## src/rtl/proj001_arb.sv

```systemverilog
// Two-requester round-robin front end for a shared serial-capture ALU.
// Optional WAIT-state abort after TIMEOUT idle cycles: define ARB_TIMEOUT_EN.
module proj001_arb #(
  parameter int unsigned TIMEOUT = 8
) (
  input  logic       clk,
  input  logic       rst,
  input  logic       req0,
  input  logic       req1,
  input  logic [3:0] a0,
  input  logic [3:0] a1,
  input  logic [3:0] b0,
  input  logic [3:0] b1,
  input  logic [1:0] op0,
  input  logic [1:0] op1,
  output logic       gnt0,
  output logic       gnt1,
  output logic       done0,
  output logic       done1,
  output logic [4:0] res,
  output logic       err,
  output logic [3:0] alu_d_in,
  output logic [1:0] alu_op,
  output logic       alu_capture,
  input  logic       alu_valid,
  input  logic [4:0] alu_result
);

  typedef enum logic [2:0] {IDLE, CAP_A, CAP_B, WAIT, DONE} state_t;

  state_t     state, state_nxt;
  logic       ptr;
  logic       win;
  logic       sel;
  logic [3:0] a_q, b_q;
  logic [1:0] op_q;
  logic [4:0] result_q;

  logic       gnt0_n, gnt1_n, done0_n, done1_n, cap_n, err_n;
  logic [3:0] din_n;
  logic [1:0] op_n;
  logic [4:0] res_n;

  if (TIMEOUT == 0) begin : g_timeout_range
    $error("TIMEOUT must be at least 1");
  end

`ifdef ARB_TIMEOUT_EN
  localparam int unsigned CW = $clog2(TIMEOUT + 1);
  logic [CW-1:0] cnt;
  logic          to_q;
  logic          expire;
  assign expire = (cnt == CW'(TIMEOUT - 1)) && !alu_valid;
`else
  assign err = 1'b0;
`endif

  // ptr names the requester that wins a tie
  assign sel = (req0 && req1) ? ptr : req1;

  always_ff @(posedge clk) begin
    if (rst) state <= IDLE;
    else     state <= state_nxt;
  end

  always_comb begin
    state_nxt = state;
    case (state)
      IDLE:    if (req0 || req1) state_nxt = CAP_A;
      CAP_A:   state_nxt = CAP_B;
      CAP_B:   state_nxt = WAIT;
      WAIT: begin
        if (alu_valid) state_nxt = DONE;
`ifdef ARB_TIMEOUT_EN
        else if (expire) state_nxt = DONE;
`endif
      end
      DONE:    state_nxt = IDLE;
      default: state_nxt = IDLE;
    endcase
  end

  // Outputs are decoded from the current state and registered, so each
  // state's outputs appear one cycle after the state is entered.
  always_comb begin
    gnt0_n  = 1'b0;
    gnt1_n  = 1'b0;
    done0_n = 1'b0;
    done1_n = 1'b0;
    cap_n   = 1'b0;
    din_n   = '0;
    op_n    = '0;
    res_n   = res;
    err_n   = 1'b0;
    case (state)
      CAP_A: begin
        gnt0_n = !win;
        gnt1_n = win;
        cap_n  = 1'b1;
        din_n  = a_q;
        op_n   = op_q;
      end
      CAP_B: begin
        cap_n = 1'b1;
        din_n = b_q;
        op_n  = op_q;
      end
      DONE: begin
        done0_n = !win;
        done1_n = win;
        res_n   = result_q;
`ifdef ARB_TIMEOUT_EN
        err_n   = to_q;
`endif
      end
      default: ;
    endcase
  end

  always_ff @(posedge clk) begin
    if (rst) begin
      ptr         <= 1'b0;
      win         <= 1'b0;
      a_q         <= '0;
      b_q         <= '0;
      op_q        <= '0;
      result_q    <= '0;
      gnt0        <= 1'b0;
      gnt1        <= 1'b0;
      done0       <= 1'b0;
      done1       <= 1'b0;
      alu_capture <= 1'b0;
      alu_d_in    <= '0;
      alu_op      <= '0;
      res         <= '0;
`ifdef ARB_TIMEOUT_EN
      err         <= 1'b0;
      cnt         <= '0;
      to_q        <= 1'b0;
`endif
    end else begin
      gnt0        <= gnt0_n;
      gnt1        <= gnt1_n;
      done0       <= done0_n;
      done1       <= done1_n;
      alu_capture <= cap_n;
      alu_d_in    <= din_n;
      alu_op      <= op_n;
      res         <= res_n;
`ifdef ARB_TIMEOUT_EN
      err         <= err_n;
      cnt         <= (state == WAIT && !alu_valid && !expire) ? cnt + 1'b1 : '0;
`endif
      case (state)
        IDLE: begin
          if (req0 || req1) begin
            win  <= sel;
            a_q  <= sel ? a1 : a0;
            b_q  <= sel ? b1 : b0;
            op_q <= sel ? op1 : op0;
          end
        end
        WAIT: begin
          if (alu_valid) begin
            result_q <= alu_result;
`ifdef ARB_TIMEOUT_EN
            to_q     <= 1'b0;
          end else if (expire) begin
            result_q <= '0;
            to_q     <= 1'b1;
`endif
          end
        end
        DONE:    ptr <= !win;
        default: ;
      endcase
    end
  end

endmodule

```

## config.mk

```make
export PLATFORM = sky130hd
export DESIGN_NAME = proj001_arb
export DESIGN_NICKNAME = d
export VERILOG_FILES = /design/src/rtl/proj001_arb.sv
export SDC_FILE = /design/constraint.sdc
export NUM_CORES = 1
export LEC_CHECK = 0
export BUFFER_PORTS_ARGS = -buffer_cell sky130_fd_sc_hd__buf_2
export CORE_ASPECT_RATIO = 1.5
export CORE_MARGIN = 3
export CORE_UTILIZATION = 51
export CTS_BUF_LIST = sky130_fd_sc_hd__clkbuf_2
export DETAILED_ROUTE_END_ITERATION = 7
export PLACE_DENSITY = 0.78
export SLEW_MARGIN = 20
export SYNTH_ARGS = -nofsm -noshare
export SYNTH_HDL_FRONTEND = slang
export SYNTH_SLANG_ARGS = --single-unit
```

## constraint.sdc

```tcl
create_clock -name clk -period 1.6 [get_ports clk]
set_input_delay 0.32 -clock clk [delete_from_list [all_inputs] [get_ports clk]]
set_output_delay 0.32 -clock clk [all_outputs]
set_load 0.02 [all_outputs]
```

; ---- Yosys cells after proc, flatten, opt, wreduce, memory -nomap -nowiden
; Index checks and enable logic that the tools add are counted.
[totals]
reg_bits = 36
[classes]
eq_ne = 6
mux = 9
n_reduce_logical = 11
bitwise_logic = 3
[op_table]
columns = op, count
row1 = 3-bit case mux with 4 select lines, 1
row2 = 4-bit 2-to-1 mux, 2
row3 = 4-bit case mux with 2 select lines, 1
row4 = 2-bit OR reduction, 4
row5 = 3-bit by 2-bit equality test with 1-bit output (second input constant), 2
row6 = 3-bit 2-to-1 mux, 2
row7 = 2-bit AND reduction, 3
row8 = 2-bit != test (second input constant), 2
row9 = 3-bit by 1-bit equality test with 1-bit output (second input constant), 1
row10 = 3-bit equality test (second input constant), 1
row11 = 3-bit zero test, 1
row12 = 1-bit NOT, 3
row13 = 1-bit 2-to-1 mux, 2
row14 = 2-bit 2-to-1 mux, 1
row15 = 1-bit logical AND, 1
row16 = 1-bit zero test, 1
row17 = 1-bit logical OR, 1

; ---- Depth between registers and ports, before layout
[depth]
word_depth = 4
mapped_depth = 5
ltp_nobuf = 3

; ---- Least setup slack after synthesis
; OpenSTA, ideal clock, no wires.
[synth_timing]
path_kind = register to register
from = register state[0]
to = register a_q[0]
arrival_time_ps = 1192
t_required_ps = 1540
setup_ps = 60
setup_slack_ps = 348
stages_incl_launch_ff = 6
cell_sequence = dfxtp_1 -> buf_6 -> or3_4 -> buf_6 -> o22ai_1 -> o221a_1
[synth_via]
elab_chain_len = 2
[synth_rtl]
columns = element, line
row1 = from (decl), 31  ; state_t state, state_nxt;
row2 = from (signal assigned), 63  ; else state <= state_nxt;
row3 = 3-bit zero test, 154  ; case (state)
row4 = 2-bit AND reduction (no line), n/a
row5 = to (signal assigned), 158  ; a_q <= sel ? a1 : a0;
row6 = to (decl), 35  ; logic [3:0] a_q, b_q;
; No other way between the ends.
; A chain may end at the register's enable or synchronous reset.

; ---- Worst setup path in the final report
[layout_timing]
from = register state[1]
to = register res[3]
[layout_via]
elab_chain_len = 1
[layout_rtl]
columns = element, line
row1 = 3-bit equality test, 95  ; case (state)
row2 = to (signal assigned), 149  ; res <= res_n;
row3 = to (decl), 20  ; output logic [4:0] res,
; No other way between the ends.

==> flow_summary.yaml <==
yosys:
  synth_cells: 140
  yosys.area.top_type_share: 0.5147
  ys_ff_latch: 36
  synth_ff_type: "dfxtp_1"
  ys_async_sr_fraction: 0
  syn_area_per_cell_um2: 10.00
  syn_area_mm2: 0.001400
  ys_seq_area_frac: 0.5147
  synth_top_cell_by_area: "dfxtp_1"
  ys_top_cells_by_area: "dfxtp_1 51%, mux2i_1 7.9%, o221a_1 7.2%"
  synthesis.nets: 170
  yosys_warnings: 0
  synth_edf_count: 0
  yosysUniqueCellTypes: 31
final_layout:
  final_util: 0.6764
  areaGrowthSynthToFinish_pct: 22.34
  instances_no_fill: 225
  drive_above_1_share: 0.3280
  num-fill-cells: 224
  nets: 218
  fin_area_mm2: 0.001713
  antenna_cells: 0
die:
  die_h_um: 70.17
  io_pins: 47
  die_w_um: 48.78
  core_area_mm2: 0.002532
  rows: 22
  dieArea_mm2: 0.003423
  start_util: 0.5529
placed_design:
  place.gp.congestion: 0.8062
  place_inst: 217
  placedInstanceArea_mm2: 0.001650
  portBuffers: 45
  dpl.hpwl_um: 2227
  pre_cts_ws_ps: 174.2
sta:
  drv_slew: 0
  whs_ps: 158.4
  fin_skew_ps: 14.09
  setup_violations: 0
  finalCritPeriodShare: 0.8881
  setup_tns_ps: 0
  fmax_mhz: 703.8
  hold_viol_final: 0
  worst_slack_ps: 179.1
  period_needed_ps: 1421
  rsz0062_at_grt: "false"
pwr:
  cellPowerDensity_mw_per_mm2: 1067
  p_leak_nw: 0.7915
  fin_total_pwr_mw: 1.828
  ir_worst_vdd_v: 0.0007143
detailed_routing:
  routed_via_density: 5.307
  met3_length_um: 229
  vias: 1194
  dr_wl_met2_um: 1553
  dr.max_layer_used: "met4"
  drtIter0Drc: 52
  post-route-drc-count: 0
  postRouteAntennaNets: 0
  first_pass_iters: 4
  drt-met1-wl_um: 1110
  wire_per_inst_um: 13.17
  wl_um: 2963
hold_path:
  worstHoldPathCells: 3
  hold_path.class: "in2reg"
setup_path:
  end_kind: "flip-flop"
  path_cells: "buf_4, nor3b_4, mux2i_1, nor2_1"
  crit_path_max_fanout: 12
  crit_family: "flip-flops"
  cp-start-kind: "flip-flop"
  crit_required_ps: 1880
  path_depth: 4
  critPathMaxStageDelay_ps: 450
  path_buf_inv: 1
  path_class: "reg2reg"
  reg2reg_depth: 4
  critPathSlowestCell: "dfxtp_1"
  arrival_ps: 1700
job:
  drv_cap: 0
cts:
  clk_path_buf_depth: 2
  cts_setup_buffers: 0
  cts_tree: "done"
  cts_hold_buf: 0
  cts_made_buffers: 5
  post_cts_resized: 0
  cts_max_level: 2
  cts.clk_slew.worst_paths_ps: 170
  cts.sinks: 36
  cts-root-buf: "clkbuf_2"
  worstSkewPairLatency_ps: 380
global_routing:
  globalRouteTotalUtil: 0.1899
  grt_max_degree: 22
  antenna_found_initial: 0
  grt_pass1_wl_um: 4974
  first_global_vias: 1183
  grt-ovfl-total: 0
outcome:
  outcome: "completed"
==> path summary, 6_finish.rpt <==
path / startpoint / endpoint / slack [ps]
max: state[1]$_SDFFE_PP0P_ / res[3]$_SDFFE_PP0N_ / 180
min: alu_result[0] / result_q[0]$_SDFFE_PP0P_ / 160
max reg2reg: state[1]$_SDFFE_PP0P_ / res[3]$_SDFFE_PP0N_ / 180
min reg2reg: win$_SDFFE_PP0P_ / gnt0$_SDFF_PP0_ / 490
==> layer usage <==
metal  vias to the layer above  track usage
met3                         7      0.08102
met2                        49       0.3253
met4                         0       0.1013
met5                         -            0
li1                        586            -
met1                       552       0.1914
==> cell usage after synthesis, types with 2 or more instances <==
cell,n
dfxtp_1,36
nor2_1,19
inv_1,13
mux2i_1,11
o22ai_1,10
o221a_1,9
nor3_1,6
a22oi_1,4
buf_2,4
nand2_1,4
and2_1,2
buf_6,2
clkbuf_1,2
==> kinds of logic after synthesis <==
family / after synthesis / synth area share
simple gates: 40 / 0.1492
flops: 36 / 0.5147
compound gates: 30 / 0.1787
buf+inv: 22 / 0.07597
mux: 11 / 0.07864
other cells: 1 / 0.002678
==> worst register-to-register path, cell delays in order (launching register included) <==
cell	delay (ps)
dfxtp_1	450
buf_4	200
nor3b_4	400
mux2i_1	230
nor2_1	50
==> registers in the layout (all words and copies together), names as in the netlist <==
register,cells
a_q,4
alu_capture,1
alu_d_in,4
alu_op,2
b_q,4
done0,1
done1,1
gnt0,1
gnt1,1
op_q,2
ptr,1
res,5
result_q,5
state,3
win,1
==> power by group <==
group / leakage (nW) / switching (mW) / total, mW / internal [mW]
Combinational: 0.459 / 0.155 / 0.294 / 0.139
Sequential: 0.294 / 0.0395 / 1.00 / 0.962
Clock: 0.0380 / 0.278 / 0.533 / 0.255
==> layout by cell type (no fill, tap or decap), types with 2 or more instances in the layout <==
cell | netlist | layout
o22ai_1 | 10 | 10
buf_4 | 1 | 5
nor3_1 | 6 | 6
nor2_1 | 19 | 19
buf_2 | 4 | 45
dfxtp_1 | 36 | 36
nand2_1 | 4 | 4
o221a_1 | 9 | 9
clkbuf_2 | 0 | 5
inv_1 | 13 | 13
a22oi_1 | 4 | 4
clkinv_1 | 0 | 2
mux2i_1 | 11 | 11
and2_1 | 2 | 2
==> cell type report <==
cell class              count  area (um2)  share of cell area
multi-input cells          82       573.1              0.3346
well taps                  36       45.04             0.02630
repair buffers             50       262.8              0.1534
clock inverters             3       37.54             0.02191
flip-flops and latches     36       720.7              0.4207
inverters                  13       48.80             0.02849
clock buffers               5       25.02             0.01461
Note: power is estimated with default switching activity, not from simulation.
